## src/rtl/prod_arbiter_if.sv

```systemverilog
// Producer-side bus of prod_arbiter: control pulses, the two producer
// handshakes, buffer status and the buffer write port.
//
// Handshake: a producer raises *_valid with *_data and holds both stable
// until the arbiter answers with a one-cycle *_ack in the same cycle as the
// grant. The buffer write side has no ready: wr_en is a one-cycle strobe,
// and buffer_full is back-pressure that stops further grants.
interface prod_arbiter_if #(
  parameter int DATA_W = 16
);
  logic              start_f;
  logic              start_t;
  logic              stop;
  logic              f_valid;
  logic [DATA_W-1:0] f_data;
  logic              t_valid;
  logic [DATA_W-1:0] t_data;
  logic              buffer_full;
  logic              buffer_empty;
  logic              data_valid_2;
  logic              f_en;
  logic              t_en;
  logic              f_ack;
  logic              t_ack;
  logic              wr_en;
  logic [DATA_W-1:0] wr_data;
  logic [1:0]        wr_src;
  logic [1:0]        state;

  // Environment side: buttons, producers and buffer wrapper
  modport master (
    output start_f, start_t, stop, f_valid, f_data, t_valid, t_data,
           buffer_full, buffer_empty, data_valid_2,
    input  f_en, t_en, f_ack, t_ack, wr_en, wr_data, wr_src, state
  );

  // Arbiter side
  modport slave (
    input  start_f, start_t, stop, f_valid, f_data, t_valid, t_data,
           buffer_full, buffer_empty, data_valid_2,
    output f_en, t_en, f_ack, t_ack, wr_en, wr_data, wr_src, state
  );
endinterface

```

## src/rtl/prod_arbiter.sv

```systemverilog
// prod_arbiter: start/stop sequencing and write-port sharing between the
// Fibonacci and Timer producers, in the producer clock domain.
// States IDLE/RUN/WAIT_FULL/DRAIN are exported on bus.state.
// Optional build macro FIXED_PRIO_EN: Fibonacci always wins a contended
// grant; otherwise round-robin with a BURST_MAX consecutive-grant limit.
module prod_arbiter #(
  parameter int DATA_W    = 16,
  parameter int BURST_MAX = 4
) (
  input  logic                clk,
  input  logic                rst,
  prod_arbiter_if.slave       bus
);

  typedef enum logic [1:0] {
    IDLE      = 2'b00,
    RUN       = 2'b01,
    WAIT_FULL = 2'b10,
    DRAIN     = 2'b11
  } state_t;

  state_t            state_q, state_d;
  logic              en_f_q, en_f_d;
  logic              en_t_q, en_t_d;
  logic              wr_en_q, wr_en_d;
  logic [DATA_W-1:0] wr_data_q, wr_data_d;
  logic [1:0]        wr_src_q, wr_src_d;

  logic grant_ok;
  logic cand_f, cand_t;
  logic pick_f;
  logic grant_f, grant_t;

  // A grant needs a free cycle after the previous write, so full never overruns
  assign grant_ok = (state_q == RUN) & ~bus.buffer_full & ~wr_en_q & ~bus.stop;
  assign cand_f   = bus.f_valid & en_f_q;
  assign cand_t   = bus.t_valid & en_t_q;
  assign grant_f  = grant_ok & cand_f & pick_f;
  assign grant_t  = grant_ok & cand_t & ~pick_f;

`ifdef FIXED_PRIO_EN
  // Fibonacci wins whenever it is a candidate
  assign pick_f = cand_f;
`else
  logic       last_f_q, last_f_d;   // 1 = Fibonacci granted last, 0 = Timer
  logic [3:0] burst_q, burst_d;
  logic       other_req;

  // Round-robin choice and burst bookkeeping for the next grant
  always_comb begin
    pick_f    = cand_f;
    last_f_d  = last_f_q;
    burst_d   = burst_q;
    other_req = 1'b0;
    // Contended: the source not granted last wins. Rotation hands over after
    // every contended grant, so a run never reaches BURST_MAX under contention.
    if (cand_f && cand_t) begin
      pick_f = ~last_f_q;
    end
    if (grant_f || grant_t) begin
      last_f_d  = grant_f;
      other_req = grant_f ? cand_t : cand_f;
      if (!other_req) begin
        burst_d = 4'd0;
      end else if (grant_f != last_f_q) begin
        burst_d = 4'd1;
      end else if (burst_q < 4'(BURST_MAX)) begin
        burst_d = burst_q + 4'd1;
      end
    end
  end

  // Last-winner and burst registers; reset makes Timer the last winner
  always_ff @(posedge clk or negedge rst) begin
    if (!rst) begin
      last_f_q <= 1'b0;
      burst_q  <= 4'd0;
    end else begin
      last_f_q <= last_f_d;
      burst_q  <= burst_d;
    end
  end
`endif

  // Next state and source enables
  always_comb begin
    state_d = state_q;
    en_f_d  = en_f_q;
    en_t_d  = en_t_q;
    case (state_q)
      IDLE: begin
        if (bus.start_f) en_f_d = 1'b1;
        if (bus.start_t) en_t_d = 1'b1;
        if (bus.start_f || bus.start_t) state_d = RUN;
      end
      RUN: begin
        if (bus.stop) begin
          state_d = DRAIN;
        end else begin
          if (bus.start_f) en_f_d = 1'b1;
          if (bus.start_t) en_t_d = 1'b1;
          if (bus.buffer_full) state_d = WAIT_FULL;
        end
      end
      WAIT_FULL: begin
        if (bus.stop) begin
          state_d = DRAIN;
        end else if (!bus.buffer_full) begin
          state_d = RUN;
        end
      end
      DRAIN: begin
        if (bus.buffer_empty && !bus.data_valid_2 && !wr_en_q) begin
          state_d = IDLE;
          en_f_d  = 1'b0;
          en_t_d  = 1'b0;
        end
      end
      default: state_d = IDLE;
    endcase
  end

  // Write port: one-cycle strobe after each grant, data held between writes
  always_comb begin
    wr_en_d   = grant_f | grant_t;
    wr_src_d  = {grant_t, grant_f};
    wr_data_d = wr_data_q;
    if (grant_f) begin
      wr_data_d = bus.f_data;
    end else if (grant_t) begin
      wr_data_d = bus.t_data;
    end
  end

  // State, enable and write registers
  always_ff @(posedge clk or negedge rst) begin
    if (!rst) begin
      state_q   <= IDLE;
      en_f_q    <= 1'b0;
      en_t_q    <= 1'b0;
      wr_en_q   <= 1'b0;
      wr_data_q <= '0;
      wr_src_q  <= 2'b00;
    end else begin
      state_q   <= state_d;
      en_f_q    <= en_f_d;
      en_t_q    <= en_t_d;
      wr_en_q   <= wr_en_d;
      wr_data_q <= wr_data_d;
      wr_src_q  <= wr_src_d;
    end
  end

  assign bus.f_en    = (state_q == RUN) & en_f_q & ~bus.buffer_full;
  assign bus.t_en    = (state_q == RUN) & en_t_q & ~bus.buffer_full;
  assign bus.f_ack   = grant_f;
  assign bus.t_ack   = grant_t;
  assign bus.wr_en   = wr_en_q;
  assign bus.wr_data = wr_data_q;
  assign bus.wr_src  = wr_src_q;
  assign bus.state   = state_q;

endmodule
```

## src/flat_wrapper.sv

```systemverilog
// flat-port wrapper written by rule: the top's interface ports become plain ports
module prod_arbiter_flat 
#(
  parameter int DATA_W    = 16,
  parameter int BURST_MAX = 4
)
  (clk, rst, bus_start_f, bus_start_t, bus_stop, bus_f_valid, bus_f_data, bus_t_valid, bus_t_data, bus_buffer_full, bus_buffer_empty, bus_data_valid_2, bus_f_en, bus_t_en, bus_f_ack, bus_t_ack, bus_wr_en, bus_wr_data, bus_wr_src, bus_state);
  prod_arbiter_if #(.DATA_W(DATA_W)) bus_i ();
  input  logic clk;
  input  logic rst;
  input wire logic [$bits(bus_i.start_f)-1:0] bus_start_f;
  input wire logic [$bits(bus_i.start_t)-1:0] bus_start_t;
  input wire logic [$bits(bus_i.stop)-1:0] bus_stop;
  input wire logic [$bits(bus_i.f_valid)-1:0] bus_f_valid;
  input wire logic [$bits(bus_i.f_data)-1:0] bus_f_data;
  input wire logic [$bits(bus_i.t_valid)-1:0] bus_t_valid;
  input wire logic [$bits(bus_i.t_data)-1:0] bus_t_data;
  input wire logic [$bits(bus_i.buffer_full)-1:0] bus_buffer_full;
  input wire logic [$bits(bus_i.buffer_empty)-1:0] bus_buffer_empty;
  input wire logic [$bits(bus_i.data_valid_2)-1:0] bus_data_valid_2;
  output wire logic [$bits(bus_i.f_en)-1:0] bus_f_en;
  output wire logic [$bits(bus_i.t_en)-1:0] bus_t_en;
  output wire logic [$bits(bus_i.f_ack)-1:0] bus_f_ack;
  output wire logic [$bits(bus_i.t_ack)-1:0] bus_t_ack;
  output wire logic [$bits(bus_i.wr_en)-1:0] bus_wr_en;
  output wire logic [$bits(bus_i.wr_data)-1:0] bus_wr_data;
  output wire logic [$bits(bus_i.wr_src)-1:0] bus_wr_src;
  output wire logic [$bits(bus_i.state)-1:0] bus_state;
  assign bus_i.start_f = bus_start_f;
  assign bus_i.start_t = bus_start_t;
  assign bus_i.stop = bus_stop;
  assign bus_i.f_valid = bus_f_valid;
  assign bus_i.f_data = bus_f_data;
  assign bus_i.t_valid = bus_t_valid;
  assign bus_i.t_data = bus_t_data;
  assign bus_i.buffer_full = bus_buffer_full;
  assign bus_i.buffer_empty = bus_buffer_empty;
  assign bus_i.data_valid_2 = bus_data_valid_2;
  assign bus_f_en = bus_i.f_en;
  assign bus_t_en = bus_i.t_en;
  assign bus_f_ack = bus_i.f_ack;
  assign bus_t_ack = bus_i.t_ack;
  assign bus_wr_en = bus_i.wr_en;
  assign bus_wr_data = bus_i.wr_data;
  assign bus_wr_src = bus_i.wr_src;
  assign bus_state = bus_i.state;
  prod_arbiter #(.DATA_W(DATA_W), .BURST_MAX(BURST_MAX)) u_core (.clk(clk), .rst(rst), .bus(bus_i));
endmodule
```

## config.mk

```make
export PLATFORM = sky130hd
export DESIGN_NAME = prod_arbiter_flat
export DESIGN_NICKNAME = d
export VERILOG_FILES = /design/src/rtl/prod_arbiter_if.sv /design/src/rtl/prod_arbiter.sv /design/src/flat_wrapper.sv
export SDC_FILE = /design/constraint.sdc
export NUM_CORES = 1
export LEC_CHECK = 0
export BUFFER_PORTS_ARGS = -buffer_cell sky130_fd_sc_hd__buf_2
export CORE_UTILIZATION = 43
export CTS_CLUSTER_DIAMETER = 60
export DETAILED_ROUTE_END_ITERATION = 10
export GPL_TIMING_DRIVEN = 0
export HOLD_SLACK_MARGIN = 0.05
export PLACE_DENSITY = 0.81
export SYNTH_ARGS = -nofsm -noshare
export SYNTH_HDL_FRONTEND = slang
export SYNTH_SLANG_ARGS = --single-unit
export TNS_END_PERCENT = 10
```

## constraint.sdc

```tcl
create_clock -name clk -period 2.4 [get_ports clk]
set_input_delay 0.12 -clock clk [delete_from_list [all_inputs] [get_ports clk]]
set_output_delay 0.12 -clock clk [all_outputs]
set_load 0.01 [all_outputs]
```

Word level (Yosys, flattened, before mapping)
Cells that the tools add are included.
{"block": "totals", "reg_bits": 24, "out_inout_bits": 25, "word_cells": 63}
{"block": "op_classes", "eq_ne": 8, "mux": 17, "bitwise": 19, "reduce_logical": 12}
{"operator": "16-bit 2-to-1 mux", "n": 2}
{"operator": "1-bit AND", "n": 13}
{"operator": "2-bit 2-to-1 mux", "n": 6}
{"operator": "2-bit case mux with 4 select lines", "n": 1}
{"operator": "1-bit 2-to-1 mux", "n": 6}
{"operator": "3-bit != test (second input constant)", "n": 2}
{"operator": "1-bit case mux with 3 select lines", "n": 2}
{"operator": "1-bit NOT", "n": 5}
{"operator": "2-bit equality test (second input constant)", "n": 2}
{"operator": "2-bit by 1-bit != test with 1-bit output (second input constant)", "n": 2}
{"operator": "4-bit AND reduction", "n": 1}
{"operator": "1-bit logical AND", "n": 3}
{"operator": "3-bit AND reduction", "n": 1}
{"operator": "3-bit nonzero test", "n": 1}
{"operator": "2-bit by 1-bit equality test with 1-bit output (second input constant)", "n": 1}
{"operator": "1-bit zero test", "n": 2}
{"operator": "2-bit zero test", "n": 1}
{"operator": "1-bit logical OR", "n": 2}
{"operator": "2-bit != test (second input constant)", "n": 1}
{"operator": "2-bit nonzero test", "n": 1}
{"operator": "1-bit bitwise OR", "n": 1}

Logic depth before layout (Yosys ltp)
{"block": "depth", "depth_word": 8, "mapped_depth": 7, "ltp_nobuf": 4}

Least setup slack after synthesis
Ideal clock, no wire load.
{"block": "synth_timing", "path_kind": "reg2reg", "start": "register u_core.state_q[1] (netlist: u_core.bus.state[1])", "end": "register u_core.wr_data_q[12] (netlist: u_core.bus.wr_data[12])", "setup_time_ps": 123, "arrival_ps": 2112, "t_required_ps": 2277, "slack_ps": 165, "stages_incl_launch_ff": 7, "n_path_buf": 3, "period_less_slack_ps": 2235, "cell_sequence": "dfrtp_1 or4b_1 buf_2 or4_4 buf_6 buf_6 o221a_1"}
{"block": "synth_via", "elab_chain_cells": 7}
{"element": "start: declaration", "line_no": "prod_arbiter.sv:22", "source": "state_t state_q, state_d;"}
{"element": "start signal: assignment", "line_no": "prod_arbiter.sv:145", "source": "state_q <= state_d;"}
{"element": "2-bit by 1-bit equality test with 1-bit output (*)", "line_no": "prod_arbiter.sv:35", "source": "assign grant_ok = (state_q == RUN) & ~bus.buffer_full & ~wr_en_q & ~bus.stop;"}
{"element": "1-bit AND (*) (3 in a row)", "line_no": "prod_arbiter.sv:35"}
{"element": "1-bit AND (on tied branches) (2 in a row)", "line_no": "prod_arbiter.sv:38, prod_arbiter.sv:39"}
{"element": "16-bit 2-to-1 mux or 2-bit nonzero test (tied branches)"}
{"element": "end signal: assignment", "line_no": "prod_arbiter.sv:149", "source": "wr_data_q <= wr_data_d;"}
{"element": "end: declaration", "line_no": "prod_arbiter.sv:26", "source": "logic [DATA_W-1:0] wr_data_q, wr_data_d;"}
Mark *: on every way between the ends. The rest lies on a longest branch, timed or not.
A chain may end at the register's enable or synchronous reset.

Final worst setup path
{"block": "layout_timing", "start": "register u_core.state_q[1] (netlist: u_core.bus.state[1])", "end": "output port bus_f_ack"}
{"block": "layout_via", "elab_chain_cells": 6}
{"element": "2-bit by 1-bit equality test with 1-bit output", "line_no": "prod_arbiter.sv:35"}
{"element": "1-bit AND (3 in a row)", "line_no": "prod_arbiter.sv:35"}
{"element": "1-bit AND (2 in a row)", "line_no": "prod_arbiter.sv:38", "source": "assign grant_f = grant_ok & cand_f & pick_f;"}
{"element": "end: declaration", "line_no": "flat_wrapper.sv:23", "source": "output wire logic [$bits(bus_i.f_ack)-1:0] bus_f_ack;"}
No other way between the ends.

==> run metrics <==
status=finished, final reports clean; internal power=1.02 mW; gpl congestion=0.720; core area=0.00254 mm2; clock network power share=0.105; Antenna Violating Nets Remaining=0; mapped cell area=0.00118 mm2; number of H-tree levels=1; Cell Rows=18; Data required, critical path=2280 ps; sw frac=0.372; Yosys top cell area share=0.509; CTS tree=done; ys async rst share=1.00; initial antenna violation count=0; dominant cells by area after synthesis=dfrtp_1, o221a_1, nand4b_1; clock slew at reported path FFs=120 ps; Most Frequent Cell on Critical Path=buf_6; most frequently used flop master after synthesis=dfrtp_1; Setup CP Type=reg2out; crit start category=flip-flop; Skew-Pair Late Insertion Delay=310 ps; max cap viols=0; number of global-route vias before repair=1,000; Yosys reg bits=24; Setup WS post-layout=33.5 ps; starting density of the core=0.464; Top Ports=67; Netlist cell types=30; sequential area share after synthesis=0.509; CP arrival=2250 ps; reg2reg path depth=5; pin count of the biggest net entering global routing=25; Gate power share=0.452; HPWL reported at the end of detailed placement=2320 um; Clock Tree Root=clkbuf_4; Mapped Nets=144; WHS Path Cells=2; cell count after synthesis=102; clk sinks=24; cell chain of the critical path=or4b_1, buf_6, or4_4, buf_6, inv_2, buf_2; DRT Pass-1 Iters=4; Die ar.=0.00296 mm2; Hold WC Path Type=in2reg; final setup fails=0; PwrDens=1010 mW/mm2; Post-synth top cells=dfrtp_1, o221a_1, nand4b_1; number of vias per cell=5.68; period utilization=0.986; Synth area leader=dfrtp_1; Die Y=54.4 um; first-pass GRT wire length=4600 um; Synth Area per Inst=11.6 um2; Layout Skew=3.42 ps; Fin. Hold Viols=0; WL/cell=14.9 um; Max VDD drop=767 uV; sequential power share=0.442; grt ovf=0; synth warn=0; # port buffers=66; Vias=1,159; Pins Over Slew Limit=0; Seq. cell area=603 um2; final core utilization=0.635; crit path capture type=output pin; drt drc=0; Fmax=423 MHz; Initial DRC Count=12; total design power=1.63 mW; final instance area=0.00162 mm2; total track usage=0.221; most common cell in the netlist=dfrtp_1; layout cells sized above 1=0.454; worst-path fanout max=10; Slowest-stage cell, CP=or4b_1; post-layout min period=2370 ps; Least-Margin Pin Slew=513 ps; multi-input logic area=514 um2; number of flops mapped to enable cells by yosys=0; pre-CTS WS=94.7 ps; Die Wd=54.4 um; n_diodes=0; RSZ-0062 raised after global routing=yes; fill cell count=215; critical path's largest stage delay=520 ps; Lkg Pwr=0.779 nW; Routed WL=3050 um; clock buffer depth=2; Sw Pwr=605 uW; setup total negative slack=0 ps; Max-slew headroom=0.658; CTS Buf Count=3; Syn-to-layout area delta=37.0%; dpl cell area=0.00155 mm2; # nets final=218
[registers in the layout, indices dropped and copies added, names as in the netlist]
| register | cells |
|---|---|
| u_core.bus.wr_src | 2 |
| u_core.bus.wr_en | 1 |
| u_core.bus.state | 2 |
| u_core.last_f_q | 1 |
| u_core.en_t_q | 1 |
| u_core.bus.wr_data | 16 |
| u_core.en_f_q | 1 |
[routing by layer]
metal / vias to the layer above / global-route usage / wire (um)
met3: 6 / 0.0639 / 156
met4: 0 / 0.107 / 57
met5: - / 0 / 0
met2: 42 / 0.362 / 1490
met1: 559 / 0.263 / 1350
li1: 552 / - / -
[stage by stage]
stage,hold WS [ps],cells
2_1_floorplan,-176,102
3_3_place_gp,117,198
3_5_place_dp,127,198
4_1_cts,57.6,202
5_1_grt,54.0,204
6_report,64.0,204
[power by group through the flow]
stage	clock, mW	sequential (mW)	combinational, mW
after floorplan	0	0.790	0.349
after global placement	0	0.724	0.677
after detailed placement	0	0.733	0.697
after CTS	0.177	0.714	0.733
after global routing	0.197	0.745	0.820
final	0.171	0.719	0.735
[area by class of cell]
type                            count  area share
Sequential cell                    24       0.373
Clock buffer                        3      0.0139
Inverter                            8      0.0186
Timing Repair Buffer               70       0.228
Tap cell                           30      0.0232
Multi-Input combinational cell     62       0.318
Buffer                              7      0.0255
[timing repair]
action / 4_1_cts / 5_1_grt
pin swaps: 1 / 0
setup endpoints to repair: 1 / 4
gates resized for setup: 4 / 2
endpoints found under the hold margin: 24 / 1
setup buffers: 1 / 0
hold buffers: 1 / 2
[cells by family (layout without fill, tap and decap cells)]
| kind of cell | count (synthesis) | in the layout | share of synthesized area |
|---|---|---|---|
| xor gates and xnor gates | 1 | 1 | 0.00742 |
| and+or+nand+nor | 30 | 30 | 0.182 |
| buffers and inverters | 16 | 88 | 0.0647 |
| AOI/OAI and AO/OA | 31 | 31 | 0.236 |
| DFF | 24 | 24 | 0.509 |
[worst max-delay path, delay by kind of cell, from the launching register on]
kind                   cells  cell delay [ps]
AND/OR/NAND/NOR            2             1000
buffers and inverters      4              510
flip-flops                 1              420
[final timing paths]
| path | start | end | slack [ps] |
|---|---|---|---|
| worst max register to register | u_core.bus.state[1] | u_core.bus.wr_data[10] | 290 |
| worst max-delay path | u_core.bus.state[1] | bus_f_ack | 30 |
| max in group asynchronous | rst | u_core.bus.state[1] | 1730 |
| min in group asynchronous | rst | u_core.bus.wr_src[1] | 290 |
| worst min register to register | u_core.last_f_q | u_core.last_f_q | 530 |
| worst min-delay path | bus_t_data[12] | u_core.bus.wr_data[12] | 60 |
[layout by cell type, fill, tap and decap left out, types with 3 or more instances in the layout]
cell	count
a21oi_1	4
nand4b_1	11
o221a_1	15
dlygate4sd3_1	3
dfrtp_1	22
nand2_1	5
buf_2	66
clkbuf_4	3
inv_1	7
clkbuf_1	5
o31ai_1	5
(Power assumes the default switching activity.)
